==> config.mk <==
export PLATFORM = sky130hd
export DESIGN_NAME = bit_serial_subtractor_flat
export DESIGN_NICKNAME = d
export VERILOG_FILES = /design/src/rtl/bit_serial_pkg.sv /design/src/rtl/bit_serial_subtractor_if.sv /design/src/rtl/bit_serial_subtractor_full_subtractor.sv /design/src/rtl/bit_serial_subtractor.sv /design/src/flat_wrapper.sv
export SDC_FILE = /design/constraint.sdc
export NUM_CORES = 1
export LEC_CHECK = 0
export BUFFER_PORTS_ARGS = -buffer_cell sky130_fd_sc_hd__buf_2
export CORE_ASPECT_RATIO = 2
export CORE_MARGIN = 1
export CORE_UTILIZATION = 50
export DETAILED_ROUTE_END_ITERATION = 7
export HOLD_SLACK_MARGIN = 0.15
export PLACE_DENSITY = 0.78
export SYNTH_ARGS = -nofsm -noshare
export SYNTH_HDL_FRONTEND = slang
export SYNTH_SLANG_ARGS = --single-unit
==> constraint.sdc <==
create_clock -name clk -period 2.9 [get_ports clk]
set_input_delay 0.29 -clock clk [delete_from_list [all_inputs] [get_ports clk]]
set_output_delay 0.29 -clock clk [all_outputs]
set_load 0.1 [all_outputs]
==> src/rtl/bit_serial_pkg.sv <==
// Shared definitions for the bit-serial arithmetic blocks (adder and subtractor).
package bit_serial_pkg;

    // Default operand width shared by the serial adder and subtractor.
    localparam int DEFAULT_WIDTH = 8;

    // Sequencer states; the unused code 2'd3 recovers to S_IDLE.
    typedef enum logic [1:0] {
        S_IDLE  = 2'd0,
        S_SHIFT = 2'd1,
        S_DONE  = 2'd2
    } state_t;

endpackage

==> src/rtl/bit_serial_subtractor_if.sv <==
// Handshake and data bundle between a requester and the bit-serial subtractor.
interface bit_serial_subtractor_if
    import bit_serial_pkg::*;
#(
    parameter int WIDTH = DEFAULT_WIDTH
);

    logic             start;
    logic [WIDTH-1:0] a;
    logic [WIDTH-1:0] b;
    logic             busy;
    logic             done;
    logic [WIDTH-1:0] diff;
    logic             bout;
    logic             ovf;
    logic             serial_out;

    // Requester side: issues start with operands, observes status and result.
    modport master (
        output start, a, b,
        input  busy, done, diff, bout, ovf, serial_out
    );

    // Subtractor side.
    modport slave (
        input  start, a, b,
        output busy, done, diff, bout, ovf, serial_out
    );

endinterface

==> src/rtl/bit_serial_subtractor_full_subtractor.sv <==
// Single-bit full subtractor cell: d = x - y - bin, with borrow out.
module full_subtractor (
    input  logic x,
    input  logic y,
    input  logic bin,
    output logic d,
    output logic bout
);

    assign d    = x ^ y ^ bin;
    // Borrow when y exceeds x, or when they are equal and a borrow comes in.
    assign bout = (~x & y) | (~(x ^ y) & bin);

endmodule

==> src/rtl/bit_serial_subtractor.sv <==
// LSB-first bit-serial subtractor: one full-subtractor cell plus a borrow flop,
// one bit per clock, with start/busy/done handshake and registered result.
module bit_serial_subtractor
    import bit_serial_pkg::*;
#(
    parameter int WIDTH = DEFAULT_WIDTH
) (
    input  logic                  clk,
    input  logic                  reset,
    bit_serial_subtractor_if.slave bus
);

    localparam int                CNT_W    = $clog2(WIDTH + 1);
    localparam logic [CNT_W-1:0] LAST_BIT = CNT_W'(WIDTH - 1);

    state_t             state;
    logic [WIDTH-1:0]   ra;
    logic [WIDTH-1:0]   rb;
    logic [WIDTH-1:0]   rd;
    logic               br;
    logic [CNT_W-1:0]   cnt;
    logic               sa;
    logic               sb;

    logic               busy_q;
    logic               done_q;
    logic [WIDTH-1:0]   diff_q;
    logic               bout_q;
    logic               ovf_q;

    logic               d;
    logic               br_next;

    // Signed overflow of a - b: operand signs differ and the result sign
    // disagrees with the minuend.
    function automatic logic sub_ovf(input logic s_a, input logic s_b, input logic s_r);
        return (s_a ^ s_b) & (s_a ^ s_r);
    endfunction

    full_subtractor u_cell (
        .x    (ra[0]),
        .y    (rb[0]),
        .bin  (br),
        .d    (d),
        .bout (br_next)
    );

    // Sequencer, operand/result shift registers and registered outputs.
    always_ff @(posedge clk) begin
        if (reset) begin
            state  <= S_IDLE;
            ra     <= '0;
            rb     <= '0;
            rd     <= '0;
            br     <= 1'b0;
            cnt    <= '0;
            sa     <= 1'b0;
            sb     <= 1'b0;
            busy_q <= 1'b0;
            done_q <= 1'b0;
            diff_q <= '0;
            bout_q <= 1'b0;
            ovf_q  <= 1'b0;
        end else begin
            case (state)
                S_IDLE: begin
                    done_q <= 1'b0;
                    if (bus.start) begin
                        ra     <= bus.a;
                        rb     <= bus.b;
                        rd     <= '0;
                        br     <= 1'b0;
                        cnt    <= '0;
                        sa     <= bus.a[WIDTH-1];
                        sb     <= bus.b[WIDTH-1];
                        busy_q <= 1'b1;
                        state  <= S_SHIFT;
                    end
                end
                S_SHIFT: begin
                    ra  <= ra >> 1;
                    rb  <= rb >> 1;
                    rd  <= {d, rd[WIDTH-1:1]};
                    br  <= br_next;
                    cnt <= cnt + CNT_W'(1);
                    if (cnt == LAST_BIT) begin
                        // Last bit: publish the complete result so it is
                        // visible during the done cycle.
                        diff_q <= {d, rd[WIDTH-1:1]};
                        bout_q <= br_next;
                        ovf_q  <= sub_ovf(sa, sb, d);
                        busy_q <= 1'b0;
                        done_q <= 1'b1;
                        state  <= S_DONE;
                    end
                end
                S_DONE: begin
                    done_q <= 1'b0;
                    state  <= S_IDLE;
                end
                default: begin
                    busy_q <= 1'b0;
                    done_q <= 1'b0;
                    state  <= S_IDLE;
                end
            endcase
        end
    end

    assign bus.busy       = busy_q;
    assign bus.done       = done_q;
    assign bus.diff       = diff_q;
    assign bus.bout       = bout_q;
    assign bus.ovf        = ovf_q;
    // Live difference bit, forced low outside the shifting window.
    assign bus.serial_out = busy_q & d;

endmodule

==> src/flat_wrapper.sv <==
// flat-port wrapper written by rule: the top's interface ports become plain ports
module bit_serial_subtractor_flat import bit_serial_pkg::*;
#(
    parameter int WIDTH = DEFAULT_WIDTH
)
  (clk, reset, bus_start, bus_a, bus_b, bus_busy, bus_done, bus_diff, bus_bout, bus_ovf, bus_serial_out);
  bit_serial_subtractor_if #(.WIDTH(WIDTH)) bus_i ();
  input  logic clk;
  input  logic reset;
  input wire logic [$bits(bus_i.start)-1:0] bus_start;
  input wire logic [$bits(bus_i.a)-1:0] bus_a;
  input wire logic [$bits(bus_i.b)-1:0] bus_b;
  output wire logic [$bits(bus_i.busy)-1:0] bus_busy;
  output wire logic [$bits(bus_i.done)-1:0] bus_done;
  output wire logic [$bits(bus_i.diff)-1:0] bus_diff;
  output wire logic [$bits(bus_i.bout)-1:0] bus_bout;
  output wire logic [$bits(bus_i.ovf)-1:0] bus_ovf;
  output wire logic [$bits(bus_i.serial_out)-1:0] bus_serial_out;
  assign bus_i.start = bus_start;
  assign bus_i.a = bus_a;
  assign bus_i.b = bus_b;
  assign bus_busy = bus_i.busy;
  assign bus_done = bus_i.done;
  assign bus_diff = bus_i.diff;
  assign bus_bout = bus_i.bout;
  assign bus_ovf = bus_i.ovf;
  assign bus_serial_out = bus_i.serial_out;
  bit_serial_subtractor #(.WIDTH(WIDTH)) u_core (.clk(clk), .reset(reset), .bus(bus_i));
endmodule
==> results.json, run 1 <==
{
  "status": "finished, final reports clean",
  "fmax_ghz": 0.466,
  "arrival_ns": 1.85,
  "finalCoreUtilization": 0.574,
  "grt_pass1_vias": 1463,
  "hold_violations": 0,
  "async_flop_share": 0,
  "wl_met3_um": 134,
  "dr.pass1.iters": 6,
  "crit_end": "bus_serial_out",
  "dpl.cell_count": 292,
  "slew_viol_final": 0,
  "grt_pass1_wl_um": 6310,
  "r2r-start": "u_core.state[0]",
  "ir_drop_uv": 382,
  "worst_skew_pair.late_latency_ns": 0.29,
  "gp_congestion": 0.753,
  "grt_remaining_overflow": 0,
  "final_layout_size_suffix_gt1_frac": 0.193,
  "hold_class": "in -> reg",
  "critPathRequiredTime_ns": 2.61,
  "fp-row-count": 32,
  "ant_nets": 0,
  "synth-main-ff-cell": "dfxtp_1",
  "multi_input_comb_area_um2": 991,
  "ios": 32,
  "drc": 0,
  "drv_cap": 0,
  "die_height_um": 91.9,
  "whs_path_depth": 3,
  "reg2reg_setup_slack_ns": 1.18,
  "critical_path.max_fanout": 5,
  "maxSlewHeadroom": 0.469,
  "place.detailed.hpwl_um": 2640,
  "layout_commonest_cell": "dfxtp_1",
  "initial_core_util": 0.526,
  "synth_fp_nets": 248,
  "dr.max_layer_used": "met4",
  "die_w_um": 47.0,
  "wirelength_um": 4060,
  "fillers": 382,
  "postCtsSetupRepairBufs": 0,
  "fin_crit_ns": 2.14,
  "hold_buffers": 0,
  "die-area_mm2": 0.00432,
  "core_mm2": 0.00384,
  "nNetsFinal": 269,
  "tritoncts": "yes",
  "synth_edf_count": 0,
  "cts.sinks": 44,
  "cellLeakagePower_uw": 0.000868,
  "clkTransAtPathRegs_ns": 0.08,
  "fin_crit_sh": 0.739,
  "synth_area_mm2": 0.00202,
  "htree_levels": 2,
  "grt_setup_unrepaired": "false",
  "stdcell_count": 300,
  "r2r_cells": 4,
  "grt_max_degree": 46,
  "cts_root_buf": "clkbuf_8",
  "critPathKind": "reg -> out",
  "cts_resized": 0,
  "insertedDiodeCount": 0,
  "syn_area_per_cell_um2": 8.91,
  "rr_endpoint": "u_core.bus.ovf",
  "crit_path_start": "u_core.ra[0]",
  "track_usage": 0.201,
  "clockBufferDepth": 2,
  "final_cell_mix": "dfxtp_1, buf_2, nor2_1",
  "finClkSkew_ns": 0.00686,
  "vias": 1644,
  "drtIter0Drc": 43,
  "synth_cell_types": 36,
  "seq_area_um2": 881,
  "port_buffers": 31,
  "vias_per_cell": 5.48,
  "hp-start": "bus_a[7]",
  "finalSetupViolations": 0,
  "routedWlPerCell_um": 13.5,
  "met2RoutedLength_um": 2150,
  "worst_setup_path_end_kind": "output port",
  "ys_ff_latch": 44,
  "antenna_found_initial": 0,
  "worstSetupStartpointType": "flop",
  "syn_inst": 227,
  "area_delta_synth_final_pct": 9.10,
  "powerDensity_mw_per_mm2": 538,
  "wl_met1_um": 1670,
  "seq_area_frac_synth": 0.436,
  "numCtsBuffers": 5,
  "yosysWarnings": 0,
  "tightest_slew_ns": 0.796,
  "finalSetupTns_ns": 0
}
==> power by group <==
part	switching (uW)	total, uW	internal [uW]	leakage [uW]
clock	197	387	190	0.0000510
combinational	93.7	156	62.0	0.000458
sequential	14.7	645	630	0.000360
==> how the worst min path moves through the flow <==
| stage | endpoint |
|---|---|
| after floorplan | u_core.sa |
| final | u_core.sa |
| after CTS | u_core.sa |
| after global routing | u_core.sa |
| after detailed placement | u_core.bus.diff[6] |
| after global placement | u_core.bus.diff[0] |
==> through the flow <==
stage	total power [uW]	instance area [um2]	hold WS (ns)	setup WS [ns]
2_1_floorplan	790	2020	0.437	0.797
3_3_place_gp	810	2110	0.461	1.13
3_5_place_dp	814	2110	0.465	1.10
4_1_cts	1200	2210	0.254	0.755
5_1_grt	1240	2210	0.274	0.692
6_report	1190	2210	0.266	0.756
==> metal layers <==
| layer | track usage | vias up |
|---|---|---|
| met4 | 0.102 | 0 |
| met3 | 0.0413 | 8 |
| li1 | - | 830 |
| met2 | 0.337 | 37 |
| met1 | 0.222 | 769 |
| met5 | 0 | - |
==> worst max-delay path: stages, from the launching register on <==
cell	delay (ns)
dfxtp_1	0.34
fa_1	0.65
and2_1	0.16
buf_2	0.42
==> cells by family after synthesis <==
group	after synthesis	share of synthesized area
DFF	44	0.436
and+or+nand+nor	101	0.289
muxes	3	0.0149
buffers and inverters	21	0.0743
AOI/OAI and AO/OA	56	0.170
adders and majority gates	2	0.0161
==> cell usage after synthesis, drive strengths merged (3+ instances only) <==
master	number	area [um2]
dfxtp	44	881
nor2	29	109
a21oi	28	140
nor3	16	80.1
nand2b	15	101
or3b	14	123
buf	13	120
nand3	10	50.1
a22oi	8	60.1
o21ai	8	40.0
clkbuf	6	22.5
nand2	6	22.5
a211oi	4	30.0
nor2b	4	32.5
mux2i	3	30.0
==> flip-flops by register name (all words and copies together) (netlist names), 2 cells and up <==
register         cells
u_core.rd            7
u_core.ra            8
u_core.rb            8
u_core.state         2
u_core.bus.diff      8
u_core.cnt           4
==> layout make-up <==
| class | instances | area share |
|---|---|---|
| timing repair buffer | 33 | 0.0771 |
| sequential | 44 | 0.399 |
| tap | 51 | 0.0289 |
| clock inverter | 2 | 0.00454 |
| inverter | 2 | 0.00340 |
| clock buffer | 6 | 0.0374 |
| multi-input combinational | 162 | 0.449 |
(Power assumes the default switching activity.)
==> run 2, diff against run 1 <==
--- a/config.mk
+++ b/config.mk
@@ -5,6 +5,7 @@
 export SDC_FILE = /design/constraint.sdc
 export NUM_CORES = 1
 export LEC_CHECK = 0
+export ABC_AREA = 1
 export BUFFER_PORTS_ARGS = -buffer_cell sky130_fd_sc_hd__buf_2
 export CORE_ASPECT_RATIO = 2
 export CORE_MARGIN = 1
==> constraint.sdc (replaced) <==
create_clock -name clk -period 2.15 [get_ports clk]
set_input_delay 0.215 -clock clk [delete_from_list [all_inputs] [get_ports clk]]
set_output_delay 0.215 -clock clk [all_outputs]
set_load 0.1 [all_outputs]
==> run 2 against run 1 <==
Net effect: global-route usage rose by 3.2 points; final cell count increased by 19%; non-clock buffer count is 2 higher; via count up 7.5%; critical endpoint unchanged; wire length up 3.4%; die area decreased by 5.7%; clock-buffer cell count did not move; register-to-register slack worse by 0.80 ns; setup slack worse by 0.58 ns; total power rose by 45%; sequential cell count unchanged.
==> results.json, run 2 <==
{
  "numCtsBuffers": 5,
  "port_buffers": 31,
  "cts.sinks": 44,
  "worst_setup_path_end_kind": "output port",
  "postPlaceCellArea_mm2": 0.00208,
  "synth.largest_area_cell": "dfxtp_1",
  "slowest_stage": "fa_1",
  "tritoncts": "yes",
  "p_total_uw": 1720,
  "die-area_mm2": 0.00407,
  "dpl.cell_count": 349,
  "grt_setup_unrepaired": "false",
  "track_usage": 0.233,
  "synth_cell_types": 17,
  "synth.most_common_cell": "nand2_1",
  "ios": 32,
  "maxSlewHeadroom": 0.416,
  "layout_commonest_cell": "nand2_1",
  "cellLeakagePower_uw": 0.00111,
  "die_w_um": 45.6,
  "synth_area_leaders": "dfxtp_1, nand2_1, nand3_1, nor2_1, inv_1",
  "yosysTopAreaCellShare": 0.463,
  "die_height_um": 89.3,
  "stdcell_count": 357,
  "clockBufferDepth": 2,
  "critPathMaxStageDelay_ns": 0.65,
  "synth_fp_nets": 300,
  "hold_violations": 0,
  "drc": 0,
  "core_mm2": 0.00365,
  "vias": 1768,
  "cp_num_buf_inv": 2,
  "insertedDiodeCount": 0,
  "cts_root_buf": "clkbuf_8",
  "hold_buffers": 0,
  "worstSetupStartpointType": "flop",
  "fp-row-count": 31,
  "finalWorstSetupSlack_ns": 0.179,
  "finClkSkew_ns": 0.00784,
  "syn_inst": 279,
  "grt_pass1_wl_um": 6700,
  "critPathRequiredTime_ns": 1.93,
  "synth_edf_count": 0,
  "crit_family": "adder cells",
  "critPathKind": "reg -> out",
  "fin_crit_ns": 1.97,
  "drv_cap": 0,
  "final_layout_size_suffix_gt1_frac": 0.149,
  "synth-main-ff-cell": "dfxtp_1",
  "antenna_found_initial": 0,
  "seq_area_frac_synth": 0.463,
  "grt_max_degree": 38,
  "drtIter0Drc": 23,
  "clkTransAtPathRegs_ns": 0.09,
  "synth_area_mm2": 0.00190,
  "vias_per_cell": 4.95,
  "powerDensity_mw_per_mm2": 780,
  "grt_pass1_vias": 1537,
  "path_cells": "fa_1 -> nand2_1 -> inv_1 -> clkbuf_4",
  "gp_congestion": 0.821,
  "critical_path.max_fanout": 5,
  "finish.instance_area_mm2": 0.00220,
  "fin_crit_sh": 0.917,
  "dp_slack_ns": 0.376,
  "syn_area_per_cell_um2": 6.82,
  "tightest_slew_ns": 0.873,
  "async_flop_share": 0,
  "nNetsFinal": 328,
  "ir_drop_uv": 663,
  "finalSetupTns_ns": 0,
  "finalSetupViolations": 0,
  "wirelength_um": 4200,
  "arrival_ns": 1.76,
  "reg2reg_setup_slack_ns": 0.38,
  "initial_core_util": 0.522,
  "ys_ff_latch": 44,
  "final_cell_mix": "nand2_1, dfxtp_1, nand3_1",
  "htree_levels": 2,
  "hold_class": "in -> reg",
  "grt_remaining_overflow": 0,
  "area_delta_synth_final_pct": 15.8,
  "dr.pass1.iters": 4,
  "place.detailed.hpwl_um": 2880,
  "slew_viol_final": 0,
  "synth_common_cells": "nand2_1, dfxtp_1, nand3_1, nor2_1, inv_1",
  "routedWlPerCell_um": 11.8,
  "status": "finished, final reports clean",
  "ant_nets": 0,
  "yosysWarnings": 0,
  "fmax_ghz": 0.507,
  "worst_skew_pair.late_latency_ns": 0.30
}
[run 2: cell count changes after synthesis, sizes merged, moves of 8 or more]
cell	delta
nor3	-16
a22oi	-8
a21oi	-20
or3b	-14
nor2	+8
inv	+28
nand2	+83
nand3	+31
nand2b	-15
[run 2: layer usage]
layer	part of all wire	up-vias	wire length [um]	GRT usage
met5	0	-	0	0
met4	0.020	0	83	0.129
met3	0.031	5	132	0.0444
met2	0.55	43	2290	0.412
met1	0.40	800	1690	0.244
li1	-	920	-	-
[run 2: what timing repair did]
| item | in CTS | in global routing |
|---|---|---|
| buffers inserted | 0 | 0 |
| endpoints found under the setup margin | 0 | 1 |
| gates resized for setup | 0 | 1 |
[run 2: tightest hold or removal path: stages]
cell and delay, ns:
buf_2 0.10, nand2_1 0.07, a21oi_1 0.06
[run 2: path summary, 6_finish.rpt]
check                         end            start  cells past startpoint
hold reg to reg   u_core.bus.bout  u_core.bus.bout                      2
setup reg to reg        u_core.sa  u_core.state[1]                      5
setup / recovery   bus_serial_out     u_core.ra[0]                      4
hold / removal          u_core.sb         bus_b[7]                      3
[run 2: where the power goes]
part           internal (uW)  leakage [uW]  switching [uW]
combinational           59.2      0.000693             127
clock                    380     0.0000614             294
sequential               843      0.000358            17.2
total                   1280       0.00111             438
[run 2: cell families (layout without fill, tap and decap cells)]
logic type	after synthesis	after routing	synth area share
AOI/OAI and AO/OA	20	20	0.0539
adders and majority gates	2	2	0.0171
buffers and inverters	44	73	0.0953
DFF	44	44	0.463
and+or+nand+nor	169	169	0.371
[run 2: final cells by class]
| cell class | count | area [um2] |
|---|---|---|
| Clock buffer | 6 | 82.6 |
| Clock inverter | 2 | 38.8 |
| Fill cell | 381 | 1440 |
| Inverter | 30 | 113 |
| Multi-Input combinational cell | 191 | 841 |
| Sequential cell | 44 | 881 |
| Tap cell | 49 | 61.3 |
| Timing Repair Buffer | 35 | 188 |
[run 2: metrics by stage]
stage | utilization | hold slack (ns)
6_report | 0.605 | 0.186
3_5_place_dp | 0.571 | 0.458
2_1_floorplan | - | 0.284
3_3_place_gp | 0.571 | 0.459
5_1_grt | 0.605 | 0.200
4_1_cts | 0.604 | 0.175
